--- config.mk ---
export PLATFORM = sky130hd
export DESIGN_NAME = event_buf_reader
export DESIGN_NICKNAME = d
export VERILOG_FILES = /design/src/rtl/event_buf_reader.sv
export SDC_FILE = /design/constraint.sdc
export NUM_CORES = 1
export LEC_CHECK = 0
export CORE_AREA = 2 2 320 322
export CTS_BUF_LIST = sky130_fd_sc_hd__clkbuf_16
export CTS_CLUSTER_DIAMETER = 40
export CTS_CLUSTER_SIZE = 40
export DETAILED_ROUTE_END_ITERATION = 16
export DIE_AREA = 0 0 322 324
export PLACE_DENSITY_LB_ADDON = 0.15
export SYNTH_ARGS = -nofsm -noshare
export SYNTH_HDL_FRONTEND = slang
export SYNTH_SLANG_ARGS = --single-unit
--- constraint.sdc ---
create_clock -name rd_clk -period 52.5 [get_ports rd_clk]
set_clock_uncertainty 0.2 [all_clocks]
set_input_delay 5.25 -clock rd_clk [delete_from_list [all_inputs] [get_ports rd_clk]]
set_output_delay 5.25 -clock rd_clk [all_outputs]
set_load 0.01 [all_outputs]
--- src/rtl/event_buf_reader.sv ---
// event_buf_reader: walks the ADC event buffer rows 63..0 after an L0 capture
// and streams each row as DW-bit words behind a single header word.
module event_buf_reader #(
  parameter int unsigned ROW_W  = 768,
  parameter int unsigned DW     = 32,
  parameter int unsigned DEPTH  = 64,
  parameter int unsigned ADDR_W = 6,
  parameter int unsigned RD_LAT = 1
) (
  input  logic              rd_clk,
  input  logic              rst,
  input  logic              evt_ready,
  output logic [ADDR_W-1:0] read_addr,
  input  logic [ROW_W-1:0]  buf_data,
  output logic [DW-1:0]     m_data,
  output logic              m_valid,
  input  logic              m_ready,
  output logic              m_last,
  output logic              busy,
  output logic [7:0]        drop_cnt
);

  localparam int unsigned WPR   = ROW_W / DW;
  localparam int unsigned K_W   = (WPR > 1) ? $clog2(WPR) : 1;
  localparam int unsigned CNT_W = $clog2(RD_LAT + 1);

  typedef enum logic [1:0] {
    IDLE  = 2'd0,
    HDR   = 2'd1,
    FETCH = 2'd2,
    SEND  = 2'd3
  } state_t;

  state_t             state_q;
  logic [15:0]        evt_num;
  logic [K_W-1:0]     k_q;
  logic [CNT_W-1:0]   wait_cnt;
  logic [ROW_W-1:0]   row_q;

  logic [DW-1:0]      hdr_c;
  logic [K_W-1:0]     next_k_c;
  logic               capture_c;
  logic               last_word_c;
  logic               last_row_c;

  // Header word, next slice index and the FETCH capture strobe
  always_comb begin
    hdr_c       = DW'({8'hE5, drop_cnt, evt_num});
    next_k_c    = k_q + K_W'(1);
    capture_c   = (state_q == FETCH) && (wait_cnt == CNT_W'(RD_LAT));
    last_word_c = (k_q == K_W'(WPR - 1));
    last_row_c  = (read_addr == '0);
  end

  // Row register: loaded only on the capture cycle, otherwise held
  always_ff @(posedge rd_clk) begin
    if (capture_c) begin
      row_q <= buf_data;
    end
  end

  // Reader FSM with registered stream outputs, address and counters
  always_ff @(posedge rd_clk) begin
    if (rst) begin
      state_q   <= IDLE;
      read_addr <= ADDR_W'(DEPTH - 1);
      m_valid   <= 1'b0;
      m_last    <= 1'b0;
      m_data    <= '0;
      busy      <= 1'b0;
      drop_cnt  <= 8'h00;
      evt_num   <= 16'h0000;
      k_q       <= '0;
      wait_cnt  <= '0;
    end else begin
      if (evt_ready && (state_q != IDLE) && (drop_cnt != 8'hFF)) begin
        drop_cnt <= drop_cnt + 8'd1;
      end
      case (state_q)
        IDLE: begin
          if (evt_ready) begin
            state_q   <= HDR;
            busy      <= 1'b1;
            read_addr <= ADDR_W'(DEPTH - 1);
            m_valid   <= 1'b1;
            m_last    <= 1'b0;
            m_data    <= hdr_c;
          end
        end
        HDR: begin
          if (m_ready) begin
            state_q  <= FETCH;
            m_valid  <= 1'b0;
            wait_cnt <= '0;
          end
        end
        FETCH: begin
          if (capture_c) begin
            state_q <= SEND;
            k_q     <= '0;
            m_valid <= 1'b1;
            m_data  <= buf_data[DW-1:0];
            m_last  <= last_row_c && (WPR == 1);
          end else begin
            wait_cnt <= wait_cnt + CNT_W'(1);
          end
        end
        SEND: begin
          if (m_ready) begin
            if (!last_word_c) begin
              k_q    <= next_k_c;
              m_data <= row_q[DW*next_k_c +: DW];
              m_last <= last_row_c && (next_k_c == K_W'(WPR - 1));
            end else if (!last_row_c) begin
              read_addr <= read_addr - ADDR_W'(1);
              state_q   <= FETCH;
              m_valid   <= 1'b0;
              m_last    <= 1'b0;
              wait_cnt  <= '0;
            end else begin
              state_q   <= IDLE;
              busy      <= 1'b0;
              m_valid   <= 1'b0;
              m_last    <= 1'b0;
              evt_num   <= evt_num + 16'd1;
              read_addr <= ADDR_W'(DEPTH - 1);
            end
          end
        end
        default: state_q <= IDLE;
      endcase
    end
  end

endmodule

* After elaboration in Yosys (flattened, before gate mapping)
Index checks and enable logic that the tools add are counted.
** Word-level totals
- Logic and storage cells :: 92
- Memories kept :: 0
- Latch bits :: 0
- Output and inout port bits :: 49
- Bits in read-only memories :: 0
- Bits in writable memories :: 0
- Register bits :: 841
** Operators by class
- Shifts and indexed selects :: 1
- Equality and inequality tests :: 15
- Multiplexer cells :: 41
- Div/mod/pow operators :: 0
- Bitwise gates (word level) :: 0
- Reductions and logical operators :: 19
- Add/sub/neg operators :: 5
- Order comparisons :: 0
- Multipliers :: 0
** Operators with widths (count)
- $shiftx A768 B11 Y32 :: 1
- $mux W32 :: 4
- $pmux W32 S3 :: 1
- $mux W6 :: 4
- $ne A2 B2 Y1 const B :: 9
- $add A16 B1 Y16 const B :: 1
- $mux W1 :: 16
- $reduce_and A4 Y1 :: 4
- $mux W5 :: 3
- $reduce_and A5 Y1 :: 3
- $mux W2 :: 6
- $pmux W6 S2 :: 1
- $eq A5 B5 Y1 const B :: 2
- $pmux W5 S2 :: 1
- $add A8 B1 Y8 const B :: 1
- $ne A8 B8 Y1 const B :: 1
- $pmux W2 S4 :: 1
- $logic_not A6 Y1 :: 1
- $pmux W1 S3 :: 2
- $reduce_and A6 Y1 :: 1
- $reduce_bool A2 Y1 :: 3
- $reduce_bool A3 Y1 :: 2
- $sub A6 B1 Y6 const B :: 1
- $add A5 B1 Y5 const B :: 1
- other kinds (7) :: 11

* Logic depth before layout (Yosys ltp)
- Depth in word-level cells :: 6
- Depth in mapped cells :: 13
- Mapped depth without buffers :: 6

* Least setup slack after synthesis
OpenSTA, ideal clock, no wires.
- Path kind :: flip-flop to flip-flop
- Start :: register state_q[0]
- End :: register row_q[0], enable pin
- Data required time :: 50.375 ns
- Data arrival time :: 32.906 ns
- Stages on the path, launching flop included :: 7
- Slack :: 17.469 ns
- Buffers on the path :: 3
- Period minus slack after synthesis :: 35.031 ns
- Path through :: dfxtp_1 buf_2 clkbuf_1 inv_2 buf_1 nand2_1 nor2_1
** On the way
- Longest elaborated chain between the ends :: 2
** RTL lines
- start, declared :: RTL line 34 : state_t state_q;
- start signal, assigned :: RTL line 65 : state_q <= IDLE;
- start signal, assigned :: RTL line 82 : state_q <= HDR;
- start signal, assigned :: RTL line 92 : state_q <= FETCH;
- $eq A2 B2 Y1 :: RTL line 50 : capture_c = (state_q == FETCH) && (wait_cnt == CNT_W'(RD_LAT));
- $logic_and A1 B1 Y1 :: RTL line 50
- via capture_c :: RTL line 42 : logic capture_c;
- end signal, assigned :: RTL line 58 : row_q <= buf_data;
- end, declared :: RTL line 38 : logic [ROW_W-1:0] row_q;
The timed path passes the listed nets, and every way through them passes these cells.
A chain may end at the register's enable or synchronous reset.

* Final worst setup path
- Start :: input m_ready
- End :: register m_data[24]
** On the way
- Longest elaborated chain between the ends :: 2
** RTL lines
- start, declared :: RTL line 17 : input logic m_ready,
- $ne A2 B2 Y1 (no line)
- $reduce_and A5 Y1 (no line)
- end signal, assigned :: RTL line 87 : m_data <= hdr_c;
- end signal, assigned :: RTL line 102 : m_data <= buf_data[DW-1:0];
- end signal, assigned :: RTL line 112 : m_data <= row_q[DW*next_k_c +: DW];
- end, declared :: RTL line 15 : output logic [DW-1:0] m_data,
Every way passes these cells.

==> impl_results.md <==
* Clock slew at reported path FFs at about 50 ps
* CP endpoint: m_data[24]
* GPL Wtd Cong at 0.796
* RR Endpoint: m_data[6]
* Total CTS buffers at about 140
* Worst-path maximum fanout at 37
* I/O Buffers at 820
* EDFF count, synth at around 770
* Crit-path leading delay family: compound AO/OA/AOI/OAI gates
* Final worst-path cycle share at around 15%
* Cells after DPL at around 3700
* Slew HR at between 15 and 20%
* Status: completed
* Worst-margin pin slew at roughly 1300 ps
* Residual DRC count at 0
* Cell count after synthesis at around 1700
* Yosys warns at 0
* Die Footprint at between 100000 and 150000 um2
* Effective utilization at floorplan at between 30 and 40%
* Vias at a little under 20000
* Cell Area, Synth at about 34000 um2
* R2r setup slk at 47540 ps
* Asr flop ratio synth at 0%
* Shortest period the worst path allows at between 7000 and 8000 ps
* Gate power share at 7.3%
* H-tree depth at 4
* Crit. End Element: flop
* FP Rows at about 120
* Worst r2r path cells at 8
* Gr usage total at 20.4%
* Worst setup path start: m_ready
* Share of the synthesized area in the top cell type at a little under 70%
* Register Area at ~25000 um2
* Met2 track demand over resource at 34.4%
* Hold Vio Cnt, Final at 0
* Critical Path, Cell by Cell: clkdlybuf4s50_1 > mux2_2 > a21boi_4 > or2_4 > a221oi_1 > a221oi_1
* Crit path kind: input pin to flop
* Post-DP HPWL at a little under 80 mm
* Finished Layout Cells at ~4000
* Met1 usage at 23.0%
* Combinational family with the most area after synthesis: multiplexers
* Worst path required time at 52890 ps
* Tightest Hold Check Type: flop to flop
* Routed Wire Length at roughly 110 mm
* Clk Latency, worst-skew pair at 720 ps
* Worst EP arrival at around 8400 ps
* Post-CTS sizing at 0
* Grt peak-use layer: met2
* Sw Share at approximately a fifth
* Dpl cell area at ~43000 um2
* Final setup vio count at 0
* Postcts setup bufs at 0
* Clock sink total at about 840
* Synth Area in Compound Gates at 4.68%
* Largest net degree at the start of global routing at just under 200
* Slew Limit Fails at 0
* Leak Pwr at 0.0160 uW
* Clk root buf: clkbuf_16
* Sequential fraction of the synthesis area at 73.2%
* Worst IR Drop VDD at between 0.02 and 0.03 mV
* Layout cell share with drive strength beyond 1 at between 10% and 20%
* Hold slack final at between 200 and 300 ps
* Synth area leaders: edfxtp_1, mux4_2, dfxtp_1
* Area grow syn2layout at 43.0%
* Post-synthesis register bit count at ~840
* Yosys top cell by area: edfxtp_1
* Ys flop type: edfxtp_1
* Syn nets at 2483
* Simple-Gate Fraction of Synth Area at under 10%
* Core Util, Final at 47.4%
* CP peak stage delay at 800 ps
* Post-Synth XOR/XNOR Area at 0.754%
* CTS tree: done
* First-pass GRT wire length at roughly 150 mm
* Drt wl/cell at between 20 and 30 um
* Crit path buffers/inverters at 1
* Startpoint types: input pin
* Setup TNS at 0 ps
* Levels on crit path at 6
* Clock group share of total power at 50.8%
* Internal power at 1420 uW
* CTS Hold Bufs at 0
* Die Height at around 320 um
* Pwr Density at ~38 nW/um2
* Final nets at about 3400
* Io pins at 821
* Vias in the first global route at 21500
* Fill count at approximately 8600
* Initial antenna violation count at 56
* Multi-input gate area at around 8400 um2
* CP most frequent cell: a221oi_1
* Drt pass-1 iters at 5
* Slowest cell on the critical path: a21boi_4
* Total congestion overflow at 0
* DRT iter0 DRCs at around 1300
* Distinct cells, synth at between 50 and 60
* Sequential share of power at a little over two fifths
* Avg Cell Area, Syn at approximately 20 um2
* Fmax at ~130 MHz
* Met3 Use GR at about 7.9%
* Max Cap Viol at 0
* Antenna Nets Post-Route at 0
* Mux cell area share after synthesis at around 16%
* Post-Synth Adder-Cell Area at less than 1%
* Total core area at roughly 100000 um2
* Sw Pwr at 386 uW
* RSZ-0062 raised after global routing: false
* Via/cell ratio at between 4 and 5
* Reg2reg start: k_q[0]
* Clk buf depth at 3
* Post-layout instance area at 47900 um2
* Die width at between 300 and 400 um
cell usage after synthesis, drive strengths merged, types with 33 or more instances:
library cell and instances:
nand2 33, nor2 47, clkbuf 51, dfxtp 73, buf 54, a21oi 37, o21ai 37, mux2i 92
a221oi 37, edfxtp 768, inv 34, mux4 192
sequential cells by signal (all words and copies together) (netlist names):
name / cells
drop_cnt: 8
read_addr: 6
row_q: 768
m_data: 32
m_valid: 1
k_q: 5
busy: 1
evt_num: 16
state_q: 2
m_last: 1
wait_cnt: 1
metrics by stage:
step,setup slack [ps],power (uW)
after floorplan,17470,837
after global placement,43850,902
after detailed placement,43800,904
after CTS,44550,1830
after global routing,44290,1870
final,44540,1810
layer usage:
| metal | up-vias | share of wire (%) |
|---|---|---|
| met2 | 800 | 51 |
| met4 | 32 | 3.0 |
| met1 | 9854 | 37 |
| met3 | 205 | 9.1 |
| li1 | 8835 | - |
| met5 | - | 0.19 |
logic make-up after synthesis:
group                      Yosys count
and+or+nand+nor                    190
adders and majority gates            6
buffers and inverters              139
muxes                              293
AOI/OAI and AO/OA                  208
DFF                                841
xor gates and xnor gates            28
worst reg2reg max path, delay by kind of cell (launching register included):
family / cells / cell delay, ps
compound gates: 2 / 350
simple gates: 1 / 320
buf+inv: 3 / 1940
flops: 1 / 340
xor+xnor: 1 / 960
mux: 1 / 730
cell usage in the layout, fill, tap and decap left out, types with 5 or more instances in the layout:
cell type	instances
nand4_1	10
inv_6	14
clkinvlp_4	19
mux4_2	192
dfxtp_1	70
or2_2	22
o21ai_0	36
a221oi_2	25
mux2i_1	92
nand2b_1	27
ha_1	5
nand3_1	10
clkinv_4	9
xnor2_1	19
nor3_1	11
o21a_1	27
clkinv_2	15
bufinv_16	19
clkinv_1	13
clkbuf_16	143
edfxtp_1	768
o22ai_1	24
nand2_1	32
a21oi_1	36
mux2_2	9
o22a_1	8
a221oi_1	12
xor2_1	7
diode_2	30
nor4_2	6
nor2_1	41
buf_4	17
clkdlybuf4s50_1	819
o211ai_1	24
inv_1	49
area by class of cell:
cell class | instances | share of cell area, %
diodes | 30 | 0.157
clock buffers | 143 | 7.47
clock inverters | 110 | 2.45
inverters | 34 | 0.266
multi-input cells | 725 | 17.5
flip-flops and latches | 841 | 51.2
well taps | 1309 | 3.42
repair buffers | 840 | 17.5
power groups by stage:
| stage | logic, uW | clock network (uW) | registers, uW |
|---|---|---|---|
| after floorplan | 48.1 | 0 | 788 |
| after global placement | 132 | 0 | 770 |
| after detailed placement | 134 | 0 | 770 |
| after CTS | 134 | 939 | 757 |
| after global routing | 141 | 968 | 758 |
| final | 132 | 918 | 757 |
worst min path at each step:
stage,depth (start not counted),slack (ps),startpoint,endpoint
2_1_floorplan,2,280,m_last,m_last
3_3_place_gp,2,250,m_last,m_last
3_5_place_dp,2,260,m_last,m_last
4_1_cts,2,270,m_last,m_last
5_1_grt,2,290,m_last,m_last
6_report,2,260,m_last,m_last
Note: power is estimated with default switching activity, not from simulation.
==> variant 1 (same settings) <==
`DW`: 32 -> 16.
--- a/src/rtl/event_buf_reader.sv
+++ b/src/rtl/event_buf_reader.sv
@@ -2,7 +2,7 @@
 // and streams each row as DW-bit words behind a single header word.
 module event_buf_reader #(
   parameter int unsigned ROW_W  = 768,
-  parameter int unsigned DW     = 32,
+  parameter int unsigned DW     = 16,
   parameter int unsigned DEPTH  = 64,
   parameter int unsigned ADDR_W = 6,
   parameter int unsigned RD_LAT = 1
Ports: changed (resized m_data); port bits go from 821 to 805. The function was not compared with the original's and may differ.
==> variant 1 against the original RTL <==
  * Setup slack improved by 690 ps
  * Area after synthesis is 2.3% lower
  * Sequential cell count fell by 15
  * Die area did not move
  * First-iteration DRC count grew 12%
  * Routed wire length increased by 6.7%
  * Critical path depth decreased by 5
  * Cell count shrank 0.30%
  * Power fell by 3.8%
  * Highest routed layer unchanged
  * Design area fell by 1.6%
  * Non-clock buffer count is 11 lower
  * Sequential share of layout area increased by 0.22 points
  * Worst hold slack better by 25 ps
==> variant 1: results (changes against the original RTL) <==
Outcome
  – Status: finished, final reports clean

Setup path
  – Worst R2R End: m_data[8]$_SDFFE_PP0P_
  – Max stage delay on crit path: 650 ps (-150 ps)
  – Max FO, Critical Path: 6 (-84%)
  – Worst path top cell family by delay: buffers and inverters
  – R2R cell count: 8 (unchanged)
  – CP max stage cell: clkdlybuf4s50_1
  – Reg2reg start: k_q[0]$_SDFFE_PP0P_
  – Worst Setup SP: read_addr[2]$_SDFFE_PP1P_
  – Arr. time, crit path: 1820 ps (-6530 ps)
  – R2r setup slk: 47700 ps (+160 ps)

Clock network
  – Skew-Pair Late Insertion Delay: 720 ps (about the same)
  – CTS Buf Count: 138 (-0.72%)
  – CTS root buf: clkbuf_16
  – Clk pin slew, worst setup/hold paths: 50 ps (about the same)
  – CTS resizes: 0 (unchanged)
  – H-tree levels: 4 (unchanged)
  – Max clock buf depth: 3 (unchanged)

Synthesis
  – Register area share after synthesis: 74.02% (+0.82 points)
  – Netlist cell types: 58 (-1.7%)
  – Top post-synthesis cells by area: edfxtp_1, mux4_2, dfxtp_1, o21ai_0, a41o_1
  – Synth warnings: 0 (unchanged)
  – Commonest cells in the netlist: edfxtp_1, mux4_2, o21ai_0
  – Number of synthesized flops with an enable pin: 768 (unchanged)
  – Syn nets: 2501 (+0.72%)
  – Ys async rst share: 0% (unchanged)

Finish
  – Fraction of layout cells with a size suffix above 1: 17.95% (-1.5 points)
  – Biggest regs: row_q x768, evt_num x16, m_data x16
  – Final nets: 3363 (+0.12%)
  – Most flop-heavy register: row_q

Min path
  – HP Class: reg -> reg
  – Hold depth: 2 (unchanged)
  – Worst hold endpoint: m_last$_SDFFE_PP0P_
  – Hold path start: m_last$_SDFFE_PP0P_

Placement
  – Port Buffers: 804 (-2.0%)
  – Routability cong.: 0.8477 (+6.5%)
  – DP Wirelength: 86120 um (+10%)

Global routing
  – Vias in the first global route: 21810 (+1.5%)
  – Initial antenna violation count: 29 (-48%)
  – Largest net degree at the start of global routing: 182 (-8.1%)
  – First-pass GRT wire length: 157100 um (+5.4%)
  – Total GRT Usage: 21.65% (+1.2 points)

Power
  – LEAKAGE: 15.28 nW (-4.3%)
  – Peak VDD IR: 0.02987 mV (+12%)

Route
  – DRT iter0 DRCs: 1456 (+12%)
  – Drt pass-1 iters: 5 (unchanged)
  – Via count: 20150 (+2.2%)
  – Wirelength per Cell: 28.70 um (+7.0%)

STA
  – Worst-margin pin slew: 1236 ps (-24.10 ps)
variant 1: cell types whose count changed after synthesis, moves of 20 or more:
cell      delta
a21oi_1     +23
o21a_1      -27
nand2_1     +25
inv_1       -20
o22ai_1     -23
nand2b_1    -20
a221oi_2    -25
clkbuf_1    +21
mux2i_1     -72
o21ai_0    +105
a41o_1      +33
nor2b_1     +29
variant 1: layout make-up:
type                    count  area [um^2]
fillers                  8646        53880
flip-flops and latches    826        24230
repair buffers            829         8268
multi-input cells         777         8087
clock buffers             144         3603
well taps                1309         1638
clock inverters           108         1219
inverters                  13        48.80
diodes                     14        35.03
variant 1: metal layers:
layer | routed length [um] | track usage (%) | share of wire [%]
met4 | 3167 | 7.819 | 2.7
met2 | 61300 | 39.15 | 53
met1 | 41380 | 23.87 | 36
met5 | 89 | 0 | 0.077
met3 | 9456 | 6.705 | 8.2
variant 1: worst max path at each step:
stage / to / slack, ps / cells after the start
floorplan: row_q[0]$_DFFE_PP_ / 17870 / 3
global placement: evt_num[15]$_SDFFE_PP0P_ / 44750 / 6
detailed placement: read_addr[0]$_SDFFE_PP1P_ / 44710 / 6
CTS: read_addr[2] / 45150 / 1
global route: read_addr[3] / 45150 / 1
finish: read_addr[2] / 45230 / 1
variant 1: cells by family (layout without fill, tap and decap cells):
logic type / Yosys count / count (layout) / share of synthesized area (%)
adder cells (fa/ha/maj): 6 / 6 / 0.2294
flip-flops: 826 / 826 / 74.02
buffers and inverters: 120 / 1094 / 1.537
multiplexers: 230 / 230 / 14.44
AND/OR/NAND/NOR: 215 / 215 / 3.353
other: 0 / 14 / 0
XOR/XNOR: 15 / 15 / 0.4015
AO/OA/AOI/OAI: 311 / 311 / 6.014
variant 1: power by group:
group / switching, mW / leakage [nW] / internal, mW
clock: 0.325 / 2.36 / 0.608
combinational: 0.0227 / 5.54 / 0.0574
sequential: 0.00202 / 7.38 / 0.725
total: 0.350 / 15.3 / 1.39
variant 1: per-stage QoR:
step / util, % / hold slack [ps] / instance area, um^2 / std cells / setup WS [ps]
4_1_cts: 46.62 / 292.7 / 47090 / 4006 / 45150
2_1_floorplan: - / 247.3 / 32730 / 1723 / 17870
6_report: 46.66 / 289.1 / 47130 / 4020 / 45230
3_5_place_dp: 41.85 / 285.9 / 42270 / 3754 / 44710
5_1_grt: 46.65 / 317.1 / 47120 / 4016 / 45150
3_3_place_gp: 41.85 / 281.8 / 42270 / 3754 / 44750
==> variant 2 (same flow settings) <==
Made on the original files. Reset style: asynchronous (`rst`), changed in one clocked block.
--- a/src/rtl/event_buf_reader.sv
+++ b/src/rtl/event_buf_reader.sv
@@ -60,7 +60,7 @@
   end
 
   // Reader FSM with registered stream outputs, address and counters
-  always_ff @(posedge rd_clk) begin
+  always_ff @(posedge rd_clk or posedge rst) begin
     if (rst) begin
       state_q   <= IDLE;
       read_addr <= ADDR_W'(DEPTH - 1);
Behaviour: differs if rst is asserted again (counterexample within 4 cycles, from zero or initial values and one cycle with rst high); with rst held inactive, the same outputs for 4 cycles.
==> variant 2 against the original RTL <==
  * Routed wire length shrank 1.9%
  * Synthesized cell count fell by 7.0%
  * Cell count fell by 2.8%
  * Highest routed layer unchanged
  * Area after synthesis is 1.6% lower
  * Sequential cell count stayed put
  * Setup slack improved by 120 ps
  * Design area down 1.2%
  * Global-route usage shrank 0.46 points
Power is not compared: it rests on default switching activity, and its combinational part moved more than twofold at a synthesized area within 25%.
==> variant 2: results (changes against the original RTL) <==
Synthesis
  – Ys async rst share: 8.680% (+8.7 points)
  – Most numerous cell in the Yosys netlist: edfxtp_1
  – Number of synthesized flops with an enable pin: 768 (unchanged)
  – Register area share after synthesis: 75.56% (+2.4 points)
  – Synth warnings: 0 (unchanged)
  – Post-synthesis compound-gate area fraction: 3.588% (-1.1 points)
  – Netlist cell types: 55 (-6.8%)
  – Syn nets: 2363 (-4.8%)
  – Top post-synthesis cells by area: edfxtp_1, mux4_2, dfrtp_1, mux2i_1, o221a_1
  – Post-synthesis adder-cell area fraction: 0.1899% (-0.034 points)
  – Mapped Cells: 1586 (-7.0%)
  – Mux share of post-synthesis cell area: 16.02% (+0.066 points)
  – Xor and xnor area share after synthesis: 0.8240% (+0.070 points)
  – Commonest cells in the netlist: edfxtp_1, mux4_2, mux2i_1

Clock network
  – H-tree levels: 4 (unchanged)
  – Clk pin slew, worst setup/hold paths: 50 ps (about the same)
  – Postcts setup bufs: 0 (unchanged)
  – Max clock buf depth: 3 (unchanged)

Finish
  – Fillers: 8563 (-0.72%)
  – Fraction of layout cells with a size suffix above 1: 17.76% (-1.7 points)
  – Final nets: 3261 (-2.9%)
  – Post-layout util: 46.87% (-0.56 points)

Power
  – Clock network power: 899 uW
  – Comb pwr share: 32.0%
  – LEAKAGE: 15.88 nW
  – Switch Pwr: 825.3 uW
  – Sw Share: 31.88%
  – Peak VDD IR: 0.03480 mV

Global routing
  – Largest net degree at the start of global routing: 167 (-16%)
  – Met3 Use GR: 7.598% (-0.26 points)
  – Met1 global-route usage: 21.73% (-1.3 points)
  – First-pass GRT wire length: 145200 um (-2.5%)
  – Vias in the first global route: 20740 (-3.5%)
  – Initial antenna violation count: 33 (-41%)
  – Total GRT Usage: 19.94% (-0.46 points)
  – Met2 Use GR: 34.93% (+0.49 points)

Placement
  – DP Wirelength: 77570 um (-0.85%)
  – Placed Area: 42670 um^2 (-0.97%)
  – Port Buffers: 820 (unchanged)
  – Routability cong.: 0.7964 (about the same)
  – Setup WS pre-CTS: 43900 ps (+99.40 ps)
  – Placed instance count: 3652 (-2.6%)

Min path
  – Hold depth: 1 (-1)

Route
  – DRT iter0 DRCs: 1305 (+0.62%)
  – Via count: 19110 (-3.1%)
  – DR top layer: met5
  – Vias/cell: 4.874 (-0.37%)
  – Wirelength per Cell: 27.07 um (+0.91%)
  – Wire length on met2: 55610 um (+1.3%)
  – M1 WL: 37680 um (-6.0%)
  – Drt pass-1 iters: 7 (+2)
  – Metal3 WL: 9589 um (-2.1%)

STA
  – Worst-margin pin slew: 1146 ps (-114.6 ps)

Outcome
  – Status: finished, final reports clean

Setup path
  – Worst path top cell family by delay: compound AO/OA/AOI/OAI gates
  – Max FO, Critical Path: 29 (-22%)
  – R2R cell count: 6 (-2)
  – Arr. time, crit path: 8230 ps (-120 ps)
  – Max stage delay on crit path: 670 ps (-130 ps)
  – CP max stage cell: a21oi_4
[variant 2: layout make-up]
| class | count | share of cell area, % |
|---|---|---|
| diodes | 16 | 0.08456 |
| clock buffers | 141 | 7.452 |
| clock inverters | 111 | 2.344 |
| inverters | 16 | 0.1480 |
| multi-input cells | 641 | 16.16 |
| flip-flops and latches | 841 | 52.59 |
| well taps | 1309 | 3.459 |
| repair buffers | 845 | 17.76 |
[variant 2: path summary, 6_finish.rpt]
path                                         start                      end  slack [ps]
min                        evt_num[10]$_DFFE_PP0P_  evt_num[10]$_DFFE_PP0P_         280
max in group asynchronous                      rst       k_q[0]$_DFFE_PP0P_       46260
min in group asynchronous                      rst   m_data[21]$_DFFE_PP0P_        4660
max reg2reg                 state_q[0]$_DFFE_PP0P_     row_q[203]$_DFFE_PP_       47020
max                                      evt_ready   m_data[21]$_DFFE_PP0P_       44660
min reg2reg                evt_num[10]$_DFFE_PP0P_  evt_num[10]$_DFFE_PP0P_         280
